### src/rtl/adc_conversion_sequencer_if.sv
// Handshake bundle between the frame sequencer and its controller/ADC side.
// The slave modport is the sequencer's view; master is the driver's view.
interface adc_conversion_sequencer_if #(
    parameter int unsigned N_CH  = 1,
    parameter int unsigned PIX_W = 12
);
    logic              i_enable;
    logic              i_start;
    logic              i_mode;
    logic [PIX_W-1:0]  i_num_pixels;
    logic [N_CH-1:0]   i_adc_busy;
    logic [N_CH-1:0]   o_adc_start_conversion;
    logic [PIX_W-1:0]  o_pixel_index;
    logic              o_busy;
    logic              o_frame_done;
    logic              o_overrun;

    modport slave (
        input  i_enable, i_start, i_mode, i_num_pixels, i_adc_busy,
        output o_adc_start_conversion, o_pixel_index, o_busy, o_frame_done, o_overrun
    );

    modport master (
        output i_enable, i_start, i_mode, i_num_pixels, i_adc_busy,
        input  o_adc_start_conversion, o_pixel_index, o_busy, o_frame_done, o_overrun
    );
endinterface

### src/rtl/adc_conversion_sequencer.sv
// Frame sequencer for the line-sensor readout: dummy lead-in, then round-robin
// ADC start pulses over the active pixels, with single/continuous frame modes.
module adc_conversion_sequencer #(
    parameter int unsigned CICLOS_FORMAS_DE_ONDA = 8,
    parameter int unsigned PRE_PIXELS            = 5,
    parameter int unsigned CONV_PERIOD           = 2,
    parameter int unsigned N_CH                  = 1,
    parameter int unsigned PIX_W                 = 12
) (
    input logic                       i_clock,
    input logic                       i_reset,
    adc_conversion_sequencer_if.slave bus
);
    localparam int unsigned LEAD_CYCLES = PRE_PIXELS * CICLOS_FORMAS_DE_ONDA - 1;
    localparam int unsigned CH_W        = (N_CH > 1) ? $clog2(N_CH) : 1;

    typedef enum logic [1:0] {StIdle, StLead, StConvert, StDone} state_e;

    state_e            state_q;
    logic [31:0]       cnt_q;
    logic [31:0]       conv_cycles_q;
    logic [31:0]       per_q;
    logic [31:0]       pix_cyc_q;
    logic [PIX_W-1:0]  num_pix_q;
    logic [CH_W-1:0]   ch_q;
    logic [N_CH-1:0]   pulse_q;
    logic [PIX_W-1:0]  pixel_q;
    logic              busy_q;
    logic              done_q;
    logic              overrun_q;

    logic [CH_W-1:0]   ch_nxt;
    logic              slot_free;
    logic [N_CH-1:0]   slot_pulse;
    logic [31:0]       per_nxt;

    // Slot outcome for the channel the pointer currently names.
    always_comb begin
        ch_nxt     = (ch_q == CH_W'(N_CH - 1)) ? '0 : ch_q + CH_W'(1);
        slot_free  = ~bus.i_adc_busy[ch_q];
        slot_pulse = slot_free ? (N_CH'(1) << ch_q) : '0;
        per_nxt    = (per_q == 32'(CONV_PERIOD - 1)) ? 32'd0 : per_q + 32'd1;
    end

    always_ff @(posedge i_clock) begin
        if (i_reset) begin
            state_q       <= StIdle;
            cnt_q         <= '0;
            conv_cycles_q <= '0;
            per_q         <= '0;
            pix_cyc_q     <= '0;
            num_pix_q     <= '0;
            ch_q          <= '0;
            pulse_q       <= '0;
            pixel_q       <= '0;
            busy_q        <= 1'b0;
            done_q        <= 1'b0;
            overrun_q     <= 1'b0;
        end else if (!bus.i_enable) begin
            state_q <= StIdle;
            cnt_q   <= '0;
            pulse_q <= '0;
            pixel_q <= '0;
            busy_q  <= 1'b0;
            done_q  <= 1'b0;
        end else begin
            unique case (state_q)
                StIdle: begin
                    if (bus.i_start) begin
                        state_q       <= StLead;
                        cnt_q         <= '0;
                        num_pix_q     <= bus.i_num_pixels;
                        conv_cycles_q <= 32'(bus.i_num_pixels) * 32'(CICLOS_FORMAS_DE_ONDA);
                        ch_q          <= '0;
                        busy_q        <= 1'b1;
                        overrun_q     <= 1'b0;
                    end
                end
                StLead: begin
                    if (cnt_q == 32'(LEAD_CYCLES)) begin
                        if (num_pix_q == '0) begin
                            state_q <= StDone;
                            done_q  <= 1'b1;
                        end else begin
                            // Slot k=0 is always due on entry.
                            state_q   <= StConvert;
                            cnt_q     <= '0;
                            per_q     <= '0;
                            pix_cyc_q <= '0;
                            pixel_q   <= '0;
                            pulse_q   <= slot_pulse;
                            ch_q      <= ch_nxt;
                            if (!slot_free) overrun_q <= 1'b1;
                        end
                    end else begin
                        cnt_q <= cnt_q + 32'd1;
                    end
                end
                StConvert: begin
                    if (cnt_q == conv_cycles_q - 32'd1) begin
                        state_q <= StDone;
                        done_q  <= 1'b1;
                        pulse_q <= '0;
                        pixel_q <= '0;
                    end else begin
                        cnt_q <= cnt_q + 32'd1;
                        per_q <= per_nxt;
                        if (pix_cyc_q == 32'(CICLOS_FORMAS_DE_ONDA - 1)) begin
                            pix_cyc_q <= '0;
                            pixel_q   <= pixel_q + PIX_W'(1);
                        end else begin
                            pix_cyc_q <= pix_cyc_q + 32'd1;
                        end
                        if (per_nxt == 32'd0) begin
                            pulse_q <= slot_pulse;
                            ch_q    <= ch_nxt;
                            if (!slot_free) overrun_q <= 1'b1;
                        end else begin
                            pulse_q <= '0;
                        end
                    end
                end
                StDone: begin
                    done_q <= 1'b0;
                    cnt_q  <= '0;
                    if (bus.i_mode) begin
                        // Continuous: re-latch the pixel count, keep busy asserted.
                        state_q       <= StLead;
                        num_pix_q     <= bus.i_num_pixels;
                        conv_cycles_q <= 32'(bus.i_num_pixels) * 32'(CICLOS_FORMAS_DE_ONDA);
                        ch_q          <= '0;
                    end else begin
                        state_q <= StIdle;
                        busy_q  <= 1'b0;
                    end
                end
                default: state_q <= StIdle;
            endcase
        end
    end

    assign bus.o_adc_start_conversion = pulse_q;
    assign bus.o_pixel_index          = pixel_q;
    assign bus.o_busy                 = busy_q;
    assign bus.o_frame_done           = done_q;
    assign bus.o_overrun              = overrun_q;
endmodule

### src/flat_wrapper.sv
// flat-port wrapper written by rule: the top's interface ports become plain ports
module adc_conversion_sequencer_flat 
#(
    parameter int unsigned CICLOS_FORMAS_DE_ONDA = 8,
    parameter int unsigned PRE_PIXELS            = 5,
    parameter int unsigned CONV_PERIOD           = 2,
    parameter int unsigned N_CH                  = 1,
    parameter int unsigned PIX_W                 = 12
)
  (i_clock, i_reset, bus_i_enable, bus_i_start, bus_i_mode, bus_i_num_pixels, bus_i_adc_busy, bus_o_adc_start_conversion, bus_o_pixel_index, bus_o_busy, bus_o_frame_done, bus_o_overrun);
  adc_conversion_sequencer_if #(.N_CH(N_CH), .PIX_W(PIX_W)) bus_i ();
  input logic i_clock;
  input logic i_reset;
  input wire logic [$bits(bus_i.i_enable)-1:0] bus_i_enable;
  input wire logic [$bits(bus_i.i_start)-1:0] bus_i_start;
  input wire logic [$bits(bus_i.i_mode)-1:0] bus_i_mode;
  input wire logic [$bits(bus_i.i_num_pixels)-1:0] bus_i_num_pixels;
  input wire logic [$bits(bus_i.i_adc_busy)-1:0] bus_i_adc_busy;
  output wire logic [$bits(bus_i.o_adc_start_conversion)-1:0] bus_o_adc_start_conversion;
  output wire logic [$bits(bus_i.o_pixel_index)-1:0] bus_o_pixel_index;
  output wire logic [$bits(bus_i.o_busy)-1:0] bus_o_busy;
  output wire logic [$bits(bus_i.o_frame_done)-1:0] bus_o_frame_done;
  output wire logic [$bits(bus_i.o_overrun)-1:0] bus_o_overrun;
  assign bus_i.i_enable = bus_i_enable;
  assign bus_i.i_start = bus_i_start;
  assign bus_i.i_mode = bus_i_mode;
  assign bus_i.i_num_pixels = bus_i_num_pixels;
  assign bus_i.i_adc_busy = bus_i_adc_busy;
  assign bus_o_adc_start_conversion = bus_i.o_adc_start_conversion;
  assign bus_o_pixel_index = bus_i.o_pixel_index;
  assign bus_o_busy = bus_i.o_busy;
  assign bus_o_frame_done = bus_i.o_frame_done;
  assign bus_o_overrun = bus_i.o_overrun;
  adc_conversion_sequencer #(.CICLOS_FORMAS_DE_ONDA(CICLOS_FORMAS_DE_ONDA), .PRE_PIXELS(PRE_PIXELS), .CONV_PERIOD(CONV_PERIOD), .N_CH(N_CH), .PIX_W(PIX_W)) u_core (.i_clock(i_clock), .i_reset(i_reset), .bus(bus_i));
endmodule
### config.mk
export PLATFORM = sky130hd
export DESIGN_NAME = adc_conversion_sequencer_flat
export DESIGN_NICKNAME = d
export VERILOG_FILES = /design/src/rtl/adc_conversion_sequencer_if.sv /design/src/rtl/adc_conversion_sequencer.sv /design/src/flat_wrapper.sv
export SDC_FILE = /design/constraint.sdc
export NUM_CORES = 1
export LEC_CHECK = 0
export BUFFER_PORTS_ARGS = -buffer_cell sky130_fd_sc_hd__clkbuf_2
export CAP_MARGIN = 10
export CORE_MARGIN = 5
export CORE_UTILIZATION = 66
export DETAILED_ROUTE_END_ITERATION = 8
export GPL_TIMING_DRIVEN = 0
export PLACE_DENSITY = 0.85
export RECOVER_POWER = 50
export SLEW_MARGIN = 20
export SYNTH_ARGS = -nofsm -noshare
export SYNTH_HDL_FRONTEND = slang
export SYNTH_SLANG_ARGS = --single-unit
### constraint.sdc
create_clock -name i_clock -period 6.45 [get_ports i_clock]
set_input_delay 1.29 -clock i_clock [delete_from_list [all_inputs] [get_ports i_clock]]
set_output_delay 1.29 -clock i_clock [all_outputs]
set_load 0.02 [all_outputs]
==> out/results.tsv, run 1 <==
metric	value	unit
Peak VDD IR	260	uV
Post-Syn Instances	1022	
Slew headroom	29.1	%
first-pass GRT wire length	34900	um
CTS root buf	clkbuf_16	
Worst EP arrival	4.77	ns
clock slew at reported path FFs	0.05	ns
Syn Area/Cell	7.56	um^2
share of layout cells above drive strength 1	6.81	%
Final Skew	0.00793	ns
status	finished clean	
Post-synth EDFFs	0	
CP max FO	10	
sum of negative setup slack	0	ns
slew at the pin with the worst max-slew slack	1.05	ns
CP peak stage delay	0.86	ns
Post-CTS Setup Repair Bufs	0	
number of DRC markers in iteration 0	735	
leakage	0.00299	uW
RSZ-0062 raised after global routing	no	
post-DP HPWL	14600	um
Clock Latency Late Sink	0.43	ns
DR WL/cell	17.1	um
vias in the first global route	7157	
CTS tree	built	
most frequent cell after synthesis	dfxtp_1	
Hold Slack	0.476	ns
Overflow after GRT	0	
power per cell area	222	mW/mm^2
DRC Markers	0	
IO Count	34	
port bufs	33	
cell mode on critical path	nor2_1	
critical path capture point type	flop	
share of the synthesized area in the top cell type	32.7	%
die area	0.0140	mm^2
DR vias/cell	6.54	
row count	39	
Num CTS Buffers	17	
crit-path leading delay family	simple AND/OR/NAND/NOR gates	
Core Region	0.0115	mm^2
worst hold path class	reg2reg	
Hold Vio Cnt, Final	0	
die width	118	um
startpoint types	flop	
H-tree level count	4	
largest net degree at the start of global routing	17	
Seq cells post-synth	126	
syn_nets	1052	
top cells by count, synth	dfxtp_1 (126), nor2_1 (100), a21oi_1 (85), nand2_1 (85), o21ai_0 (85)	
Total Power	1900	uW
initial antenna violation count	0	
Slew Viols, Final	0	
Post-CTS Hold Fix Bufs	0	
Fillers	931	
gr usage total	29.6	%
WS Path Type	reg2reg	
top post-synthesis cells by area	dfxtp_1 (33%), a21oi_1 (5.5%), o21ai_0 (5.5%)	
Antenna Cells	0	
min Tclk post-route	4.50	ns
synth unique cells	76	
GPL Wtd Cong	0.935	
Routed WL	21100	um
via count	8040	
maximum clock path buffer count	2	
Async SR Flop Fraction	0	%
area growth from synthesis to layout	11.2	%
clock sink total	126	
Crit path required time	6.72	ns
synth warn	0	
die extent in y	118	um
sequential share of the synthesized area	32.7	%
Max Cap Viol	0	
Crit-path slowest cell	o21ai_0	
Nets	1104	
Mapped Area	0.00772	mm^2
PostCTS Resize Cnt	0	
iteration count of the initial detailed-routing pass	5	
fin crit share	69.8	%
dominant cell type by area after synthesis	dfxtp_1	
CP cell instances	or3_1 > nor3_1 > nand2_1 > nor2_1 > ha_1 > xor2_1 > nand3_1 > nor4_1 > o2111ai_1 > clkbuf_1 > and2_0 > o21ai_0 > nor2_1	
fmax	0.222	GHz
Starting Density	67.4	%
dominant synthesized flop cell	dfxtp_1	
WP buf/inv	1	
post-route ant nets	0	
# setup viols final	0	
[kinds of logic after synthesis]
family | Yosys count | share of synthesized area, %
muxes | 18 | 2.35
buffers and inverters | 85 | 4.60
and+or+nand+nor | 481 | 33.5
adders and majority gates | 12 | 1.94
DFF | 126 | 32.7
AOI/OAI and AO/OA | 265 | 21.0
xor gates and xnor gates | 35 | 3.97
[registers in the layout (all words and copies together), names as in the netlist, 2 cells and up]
signal	cells
u_core.cnt_q	32
u_core.per_q	32
u_core.pix_cyc_q	32
u_core.bus.o_pixel_index	12
u_core.conv_cycles_q	12
u_core.state_q	2
[routing by layer]
metal,wire length (um),track usage (%)
met5,0,0
met4,663,12.9
met3,1580,6.06
met2,9880,47.7
met1,8930,38.5
[cell usage in the layout, fill, tap and decap left out, drive strengths merged, types with 12 or more instances in the layout]
master / synthesis / routed
dfxtp: 126 / 126
clkbuf: 42 / 107
nor2: 103 / 103
o21ai: 90 / 90
a21oi: 86 / 86
nand2: 85 / 85
nand3: 60 / 60
nand4: 35 / 35
and3: 34 / 34
nor3: 34 / 34
nor4: 31 / 31
xor2: 22 / 22
a31oi: 22 / 22
inv: 20 / 20
mux2i: 17 / 17
buf: 23 / 17
or4: 15 / 15
or3: 13 / 13
xnor2: 13 / 13
and4: 12 / 12
ha: 12 / 12
[power breakdown]
part	total, uW	internal, uW	switching [uW]
logic	139	52.5	86.1
clock network	971	626	345
registers	795	786	9.41
[stage by stage]
| stage | cell area [um^2] | std cells | setup WS (ns) | utilization (%) |
|---|---|---|---|---|
| after global placement | 8070 | 1198 | 2.94 | 70.4 |
| after detailed placement | 8070 | 1198 | 2.81 | 70.4 |
| after floorplan | 7720 | 1022 | 3.44 | - |
| final | 8590 | 1229 | 1.95 | 74.9 |
| after CTS | 8660 | 1229 | 2.82 | 75.6 |
| after global routing | 8590 | 1229 | 1.34 | 74.9 |
[cell type report]
type	count	area (um^2)	share of cell area, %
multi-input cells	811	4810	56.0
clock inverters	5	77.6	0.903
flip-flops and latches	126	2520	29.4
repair buffers	33	143	1.66
plain buffers	65	268	3.12
inverters	20	75.1	0.874
well taps	143	179	2.08
clock buffers	26	519	6.04
[path summary, 6_finish.rpt]
kind / startpoint / end / slack (ns) / cells after the start
setup / recovery: u_core.conv_cycles_q[7] / u_core.bus.o_pixel_index[4] / 1.95 / 13
hold / removal: u_core.pix_cyc_q[31] / u_core.pix_cyc_q[31] / 0.48 / 1
setup reg to reg: u_core.conv_cycles_q[7] / u_core.bus.o_pixel_index[4] / 1.95 / 13
hold reg to reg: u_core.pix_cyc_q[31] / u_core.pix_cyc_q[31] / 0.48 / 1
Power figures use the tool's default switching activity.
==> run 2, diff against run 1 <==
--- a/config.mk
+++ b/config.mk
@@ -8,10 +8,10 @@
 export BUFFER_PORTS_ARGS = -buffer_cell sky130_fd_sc_hd__clkbuf_2
 export CAP_MARGIN = 10
 export CORE_MARGIN = 5
-export CORE_UTILIZATION = 66
+export CORE_UTILIZATION = 56
 export DETAILED_ROUTE_END_ITERATION = 8
 export GPL_TIMING_DRIVEN = 0
-export PLACE_DENSITY = 0.85
+export PLACE_DENSITY = 0.76
 export RECOVER_POWER = 50
 export SLEW_MARGIN = 20
 export SYNTH_ARGS = -nofsm -noshare
==> constraint.sdc (replaced) <==
create_clock -name i_clock -period 4 [get_ports i_clock]
set_input_delay 0.8 -clock i_clock [delete_from_list [all_inputs] [get_ports i_clock]]
set_output_delay 0.8 -clock i_clock [all_outputs]
set_load 0.02 [all_outputs]
==> out/results.tsv, run 2 (synthesis gave the netlist of run 1 again) <==
metric	value	unit
Core Region	0.0137	mm^2
crit-path leading delay family	simple AND/OR/NAND/NOR gates	
status	finished clean	
Starting Density	56.3	%
Reg-to-Reg Start	u_core.conv_cycles_q[7]	
clock sink total	126	
maximum clock path buffer count	2	
Slew headroom	43.7	%
DR WL/cell	17.0	um
via count	7939	
most common cell after layout, fill and taps aside	dfxtp_1	
WP buf/inv	2	
fmax	0.273	GHz
vias in the first global route	7166	
# setup viols final	0	
row count	43	
share of layout cells above drive strength 1	7.73	%
Final Skew	0.0147	ns
design area	0.00874	mm^2
iteration count of the initial detailed-routing pass	6	
Peak VDD IR	316	uV
DR vias/cell	6.27	
Clock Latency Late Sink	0.43	ns
Nets	1104	
first-pass GRT wire length	35500	um
Crit path required time	4.30	ns
most frequent cells in the layout	dfxtp_1 (126), nor2_1 (100), o21ai_0 (86)	
area growth from synthesis to layout	13.1	%
Num CTS Buffers	17	
DRC Markers	0	
largest net degree at the start of global routing	17	
Hold Vio Cnt, Final	0	
GR Util met2	44.8	%
port bufs	33	
CP Launch Point	u_core.conv_cycles_q[7]	
GPL Wtd Cong	0.940	
IO Count	34	
Antenna Cells	0	
Worst EP arrival	3.97	ns
initial antenna violation count	0	
GR Util met1	34.3	%
leakage	0.00302	uW
CP max FO	10	
Crit-path slowest cell	or3_4	
r2r setup slk	0.33	ns
Area after DPL	0.00811	mm^2
die width	127	um
post-DP HPWL	15100	um
slew at the pin with the worst max-slew slack	0.839	ns
hold path startpoint	u_core.pix_cyc_q[31]	
Post-CTS Hold Fix Bufs	0	
clock slew at reported path FFs	0.06	ns
startpoint types	flop	
critical path capture point type	flop	
Slew Viols, Final	0	
PostCTS Resize Cnt	0	
H-tree level count	4	
gr usage total	26.4	%
WS Path Type	reg2reg	
Post-CTS Setup Repair Bufs	0	
power per cell area	373	mW/mm^2
post-route ant nets	0	
CTS tree	built	
CP cell instances	or3_4 > nor3_2 > nand2_1 > nor2_1 > ha_1 > xor2_1 > nand3_1 > nor4_2 > o2111ai_2 > buf_6 > nand3_1 > clkbuf_1 > o21ai_0 > a21oi_1 > nor2_1	
sum of negative setup slack	0	ns
Routed WL	21500	um
met3 Use GR	5.02	%
min Tclk post-route	3.67	ns
number of DRC markers in iteration 0	720	
largest registers	u_core.cnt_q (32), u_core.per_q (32), u_core.pix_cyc_q (32)	
CTS root buf	clkbuf_16	
die area	0.0162	mm^2
CP peak stage delay	0.46	ns
Overflow after GRT	0	
global route hottest layer	met2	
Max Cap Viol	0	
fin crit share	91.7	%
Fillers	1235	
die extent in y	127	um
worst hold path class	reg2reg	
RSZ-0062 raised after global routing	no	
## run 2: worst paths after layout
check	end	depth (start not counted)
max	u_core.per_q[31]	15
min	u_core.pix_cyc_q[31]	1
max reg2reg	u_core.per_q[31]	15
min reg2reg	u_core.pix_cyc_q[31]	1
## run 2: layout make-up
cell class	instances	area [um^2]	share of cell area, %
Buffer	65	274	3.14
Clock buffer	22	484	5.54
Clock inverter	10	183	2.09
Inverter	20	75.1	0.859
Multi-Input combinational cell	811	4830	55.3
Sequential cell	126	2520	28.9
Tap cell	180	225	2.58
Timing Repair Buffer	33	144	1.65
## run 2: metal layers
| metal | share of wire (%) | wire length (um) | up-vias |
|---|---|---|---|
| li1 | - | - | 3912 |
| met1 | 44 | 9460 | 3720 |
| met2 | 49 | 10400 | 288 |
| met3 | 6.1 | 1310 | 19 |
| met4 | 1.2 | 267 | 0 |
| met5 | 0 | 0 | - |
## run 2: power breakdown
group	internal (uW)	total [uW]	switching (uW)
combinational	86.4	228	142
sequential	1270	1280	14.9
clock	1170	1750	577
## run 2: worst register-to-register path, delay by kind of cell, from the launching register on
kind	cells	cell delay, ns
simple gates	8	1.53
buf+inv	2	0.65
compound gates	3	0.58
flops	1	0.39
fa+ha+maj	1	0.25
xor+xnor	1	0.14
## run 2: metrics by stage
stage,hold slack [ns],worst slack [ns],cells,util (%),total power [uW]
2_1_floorplan,0.438,0.991,1022,-,1470
6_report,0.484,0.331,1267,63.7,3260
5_1_grt,0.521,0.0782,1267,63.7,3350
3_5_place_dp,0.470,0.419,1235,59.1,1540
3_3_place_gp,0.455,0.450,1235,59.1,1530
4_1_cts,0.478,0.406,1267,64.0,3270
==> run 3, diff against run 2 <==
--- a/config.mk
+++ b/config.mk
@@ -5,15 +5,18 @@
 export SDC_FILE = /design/constraint.sdc
 export NUM_CORES = 1
 export LEC_CHECK = 0
+export ABC_AREA = 1
 export BUFFER_PORTS_ARGS = -buffer_cell sky130_fd_sc_hd__clkbuf_2
 export CAP_MARGIN = 10
 export CORE_MARGIN = 5
-export CORE_UTILIZATION = 56
+export CORE_UTILIZATION = 57
 export DETAILED_ROUTE_END_ITERATION = 8
 export GPL_TIMING_DRIVEN = 0
-export PLACE_DENSITY = 0.76
+export PLACE_DENSITY = 0.77
 export RECOVER_POWER = 50
+export SETUP_SLACK_MARGIN = 0.5
 export SLEW_MARGIN = 20
 export SYNTH_ARGS = -nofsm -noshare
 export SYNTH_HDL_FRONTEND = slang
 export SYNTH_SLANG_ARGS = --single-unit
+export TNS_END_PERCENT = 30
==> out/results.tsv, run 3 <==
metric	value	unit
status	finished clean	
Slew headroom	35.7	%
synth warn	0	
Fillers	1481	
# setup viols final	0	
Crit-path slowest cell	dfxtp_1	
Max Cap Viol	0	
initial antenna violation count	0	
top cells by count, synth	nand2_1 (367), nor2_1 (257), inv_1 (171)	
Net Sw Power	1190	uW
Num CTS Buffers	17	
CP peak stage delay	0.35	ns
Sequential Power Share	38.3	%
Post-Syn Instances	1486	
worst hold path class	reg2reg	
hold endpoint	u_core.bus.o_frame_done	
synth unique cells	43	
largest registers	u_core.cnt_q (32), u_core.per_q (32), u_core.pix_cyc_q (32)	
top post-synthesis cells by area	dfxtp_1 (28%), nand2_1 (16%), nor2_1 (11%)	
GR Util met2	44.5	%
sum of negative setup slack	0	ns
met3 Use GR	6.63	%
die width	135	um
vias in the first global route	8765	
via count	9610	
global route hottest layer	met2	
RSZ-0062 raised after global routing	no	
crit-path leading delay family	simple AND/OR/NAND/NOR gates	
Clock power frac	42.4	%
Crit path required time	4.28	ns
DRC Markers	0	
startpoint types	flop	
syn_nets	1516	
WS Path Type	reg2reg	
hold path depth	2	
Post-CTS Hold Fix Bufs	0	
number of DRC markers in iteration 0	809	
die area	0.0181	mm^2
share of the synthesized area in the top cell type	28.5	%
Nets	1568	
dominant cell type by area after synthesis	dfxtp_1	
Final Skew	0.00993	ns
Core Region	0.0152	mm^2
dominant synthesized flop cell	dfxtp_1	
clock slew at reported path FFs	0.06	ns
share of layout cells above drive strength 1	6.64	%
DR WL/cell	14.9	um
Routed WL	25800	um
dpl ws	0.898	ns
Antenna Cells	0	
most common cell after layout, fill and taps aside	nand2_1	
r2r setup slk	0.62	ns
area growth from synthesis to layout	10.6	%
Syn Area/Cell	5.96	um^2
CP cell instances	nor2_1 > nand2_1 > nor4_1 > ha_1 > nand2_1 > o21ai_0 > nor2_1 > nand2_1 > nor2_1 > nand2_1 > nor2_1 > nand2_1 > nor2_1 > nand3_1 > nand3_4 > inv_1 > buf_4 > nand3_1 > a21oi_1	
Overflow after GRT	0	
Mapped Area	0.00885	mm^2
Seq cells post-synth	126	
maximum clock path buffer count	2	
post-DP HPWL	19500	um
first-pass GRT wire length	42400	um
most frequent cell after synthesis	nand2_1	
GPL Wtd Cong	0.998	
switching share of power	32.1	%
Peak VDD IR	375	uV
die extent in y	135	um
most frequent cells in the layout	nand2_1 (367), nor2_1 (258), inv_1 (172)	
CTS tree	built	
min Tclk post-route	3.38	ns
DR vias/cell	5.53	
critical path capture point type	flop	
Post-synth EDFFs	0	
fin crit share	84.4	%
CTS root buf	clkbuf_16	
clock sink total	126	
area of the multi-input gates	0.00537	mm^2
Starting Density	58.2	%
sequential share of the synthesized area	28.5	%
gr usage total	28.7	%
Hold Vio Cnt, Final	0	
Slew Viols, Final	0	
slew at the pin with the worst max-slew slack	0.961	ns
GR Util met1	39.3	%
cell depth of the worst flop-to-flop path	19	
largest net degree at the start of global routing	17	
hold path startpoint	u_core.bus.o_frame_done	
fmax	0.296	GHz
Worst EP arrival	3.66	ns
post-route ant nets	0	
CP max FO	10	
Hold Slack	0.440	ns
WP buf/inv	2	
port bufs	33	
Clock Latency Late Sink	0.43	ns
reg2reg end	u_core.cnt_q[29]	
IO Count	34	
H-tree level count	4	
Async SR Flop Fraction	0	%
Reg-to-Reg Start	u_core.conv_cycles_q[10]	
leakage	0.00367	uW
iteration count of the initial detailed-routing pass	5	
row count	45	
combinational power share	19.3	%
PostCTS Resize Cnt	0	
power per cell area	379	mW/mm^2
final setup margin	0.623	ns
Sequential Area	0.00252	mm^2
Internal Power	2520	uW
Post-CTS Setup Repair Bufs	0	
## run 3: cell count changes in the layout (fill, tap and decap cells not counted), sizes merged, moves of 17 or more
cell,delta
nand3,+26
xor2,+27
a31oi,-20
inv,+158
clkbuf,-21
and3,-34
mux2i,-17
nor2,+165
a21oi,+31
nand2,+289
o21ai,+23
## run 3: worst min-delay path: cells and delay by family, from the launching register on
kind                   cells  cell delay (ns)
AOI/OAI and AO/OA          1             0.04
buffers and inverters      1             0.04
DFF                        1             0.30
## run 3: metal layers
metal / part of all wire [%] / wire length [um]
met5: 0 / 0
met4: 2.5 / 634
met3: 8.0 / 2060
met2: 43 / 11100
met1: 47 / 12000
## run 3: how the worst max path moves through the flow
stage                                   to                startpoint  cells past startpoint
2_1_floorplan              u_core.per_q[2]  u_core.conv_cycles_q[10]                     20
3_3_place_gp   u_core.bus.o_pixel_index[6]              bus_i_enable                      7
3_5_place_dp   u_core.bus.o_pixel_index[6]              bus_i_enable                      7
4_1_cts                  u_core.state_q[1]  u_core.conv_cycles_q[10]                     18
5_1_grt        u_core.bus.o_pixel_index[6]  u_core.conv_cycles_q[10]                     18
6_report                  u_core.cnt_q[29]  u_core.conv_cycles_q[10]                     19
## run 3: logic make-up (layout without fill, tap and decap cells)
family	Yosys count	after routing	share of synthesized area, %
buffers and inverters	227	292	10.5
flip-flops	126	126	28.5
AND/OR/NAND/NOR	823	823	39.3
XOR/XNOR	54	54	5.34
adder cells (fa/ha/maj)	12	12	1.70
AO/OA/AOI/OAI	244	244	14.7
## run 3: final cells by class
type | count | area share, %
buffer | 49 | 2.61
sequential | 126 | 25.8
tap | 188 | 2.40
clock inverter | 11 | 1.37
inverter | 178 | 6.85
timing repair buffer | 33 | 1.46
clock buffer | 21 | 4.70
multi-input combinational | 1133 | 54.8
## run 3: through the flow
stage          std cells  utilization [%]  area, um^2  power (uW)
6_report            1739             64.4        9790        3710
5_1_grt             1739             64.4        9790        3880
4_1_cts             1739             64.8        9850        3720
3_5_place_dp        1707             60.9        9250        2160
3_3_place_gp        1707             60.9        9250        2140
2_1_floorplan       1486                -        8850        1960
## run 3: power groups by stage
stage | clock network [uW] | registers, uW | logic (uW)
2_1_floorplan | 0 | 1430 | 534
3_3_place_gp | 0 | 1440 | 700
3_5_place_dp | 0 | 1440 | 712
4_1_cts | 1590 | 1420 | 720
5_1_grt | 1640 | 1430 | 805
6_report | 1570 | 1420 | 716
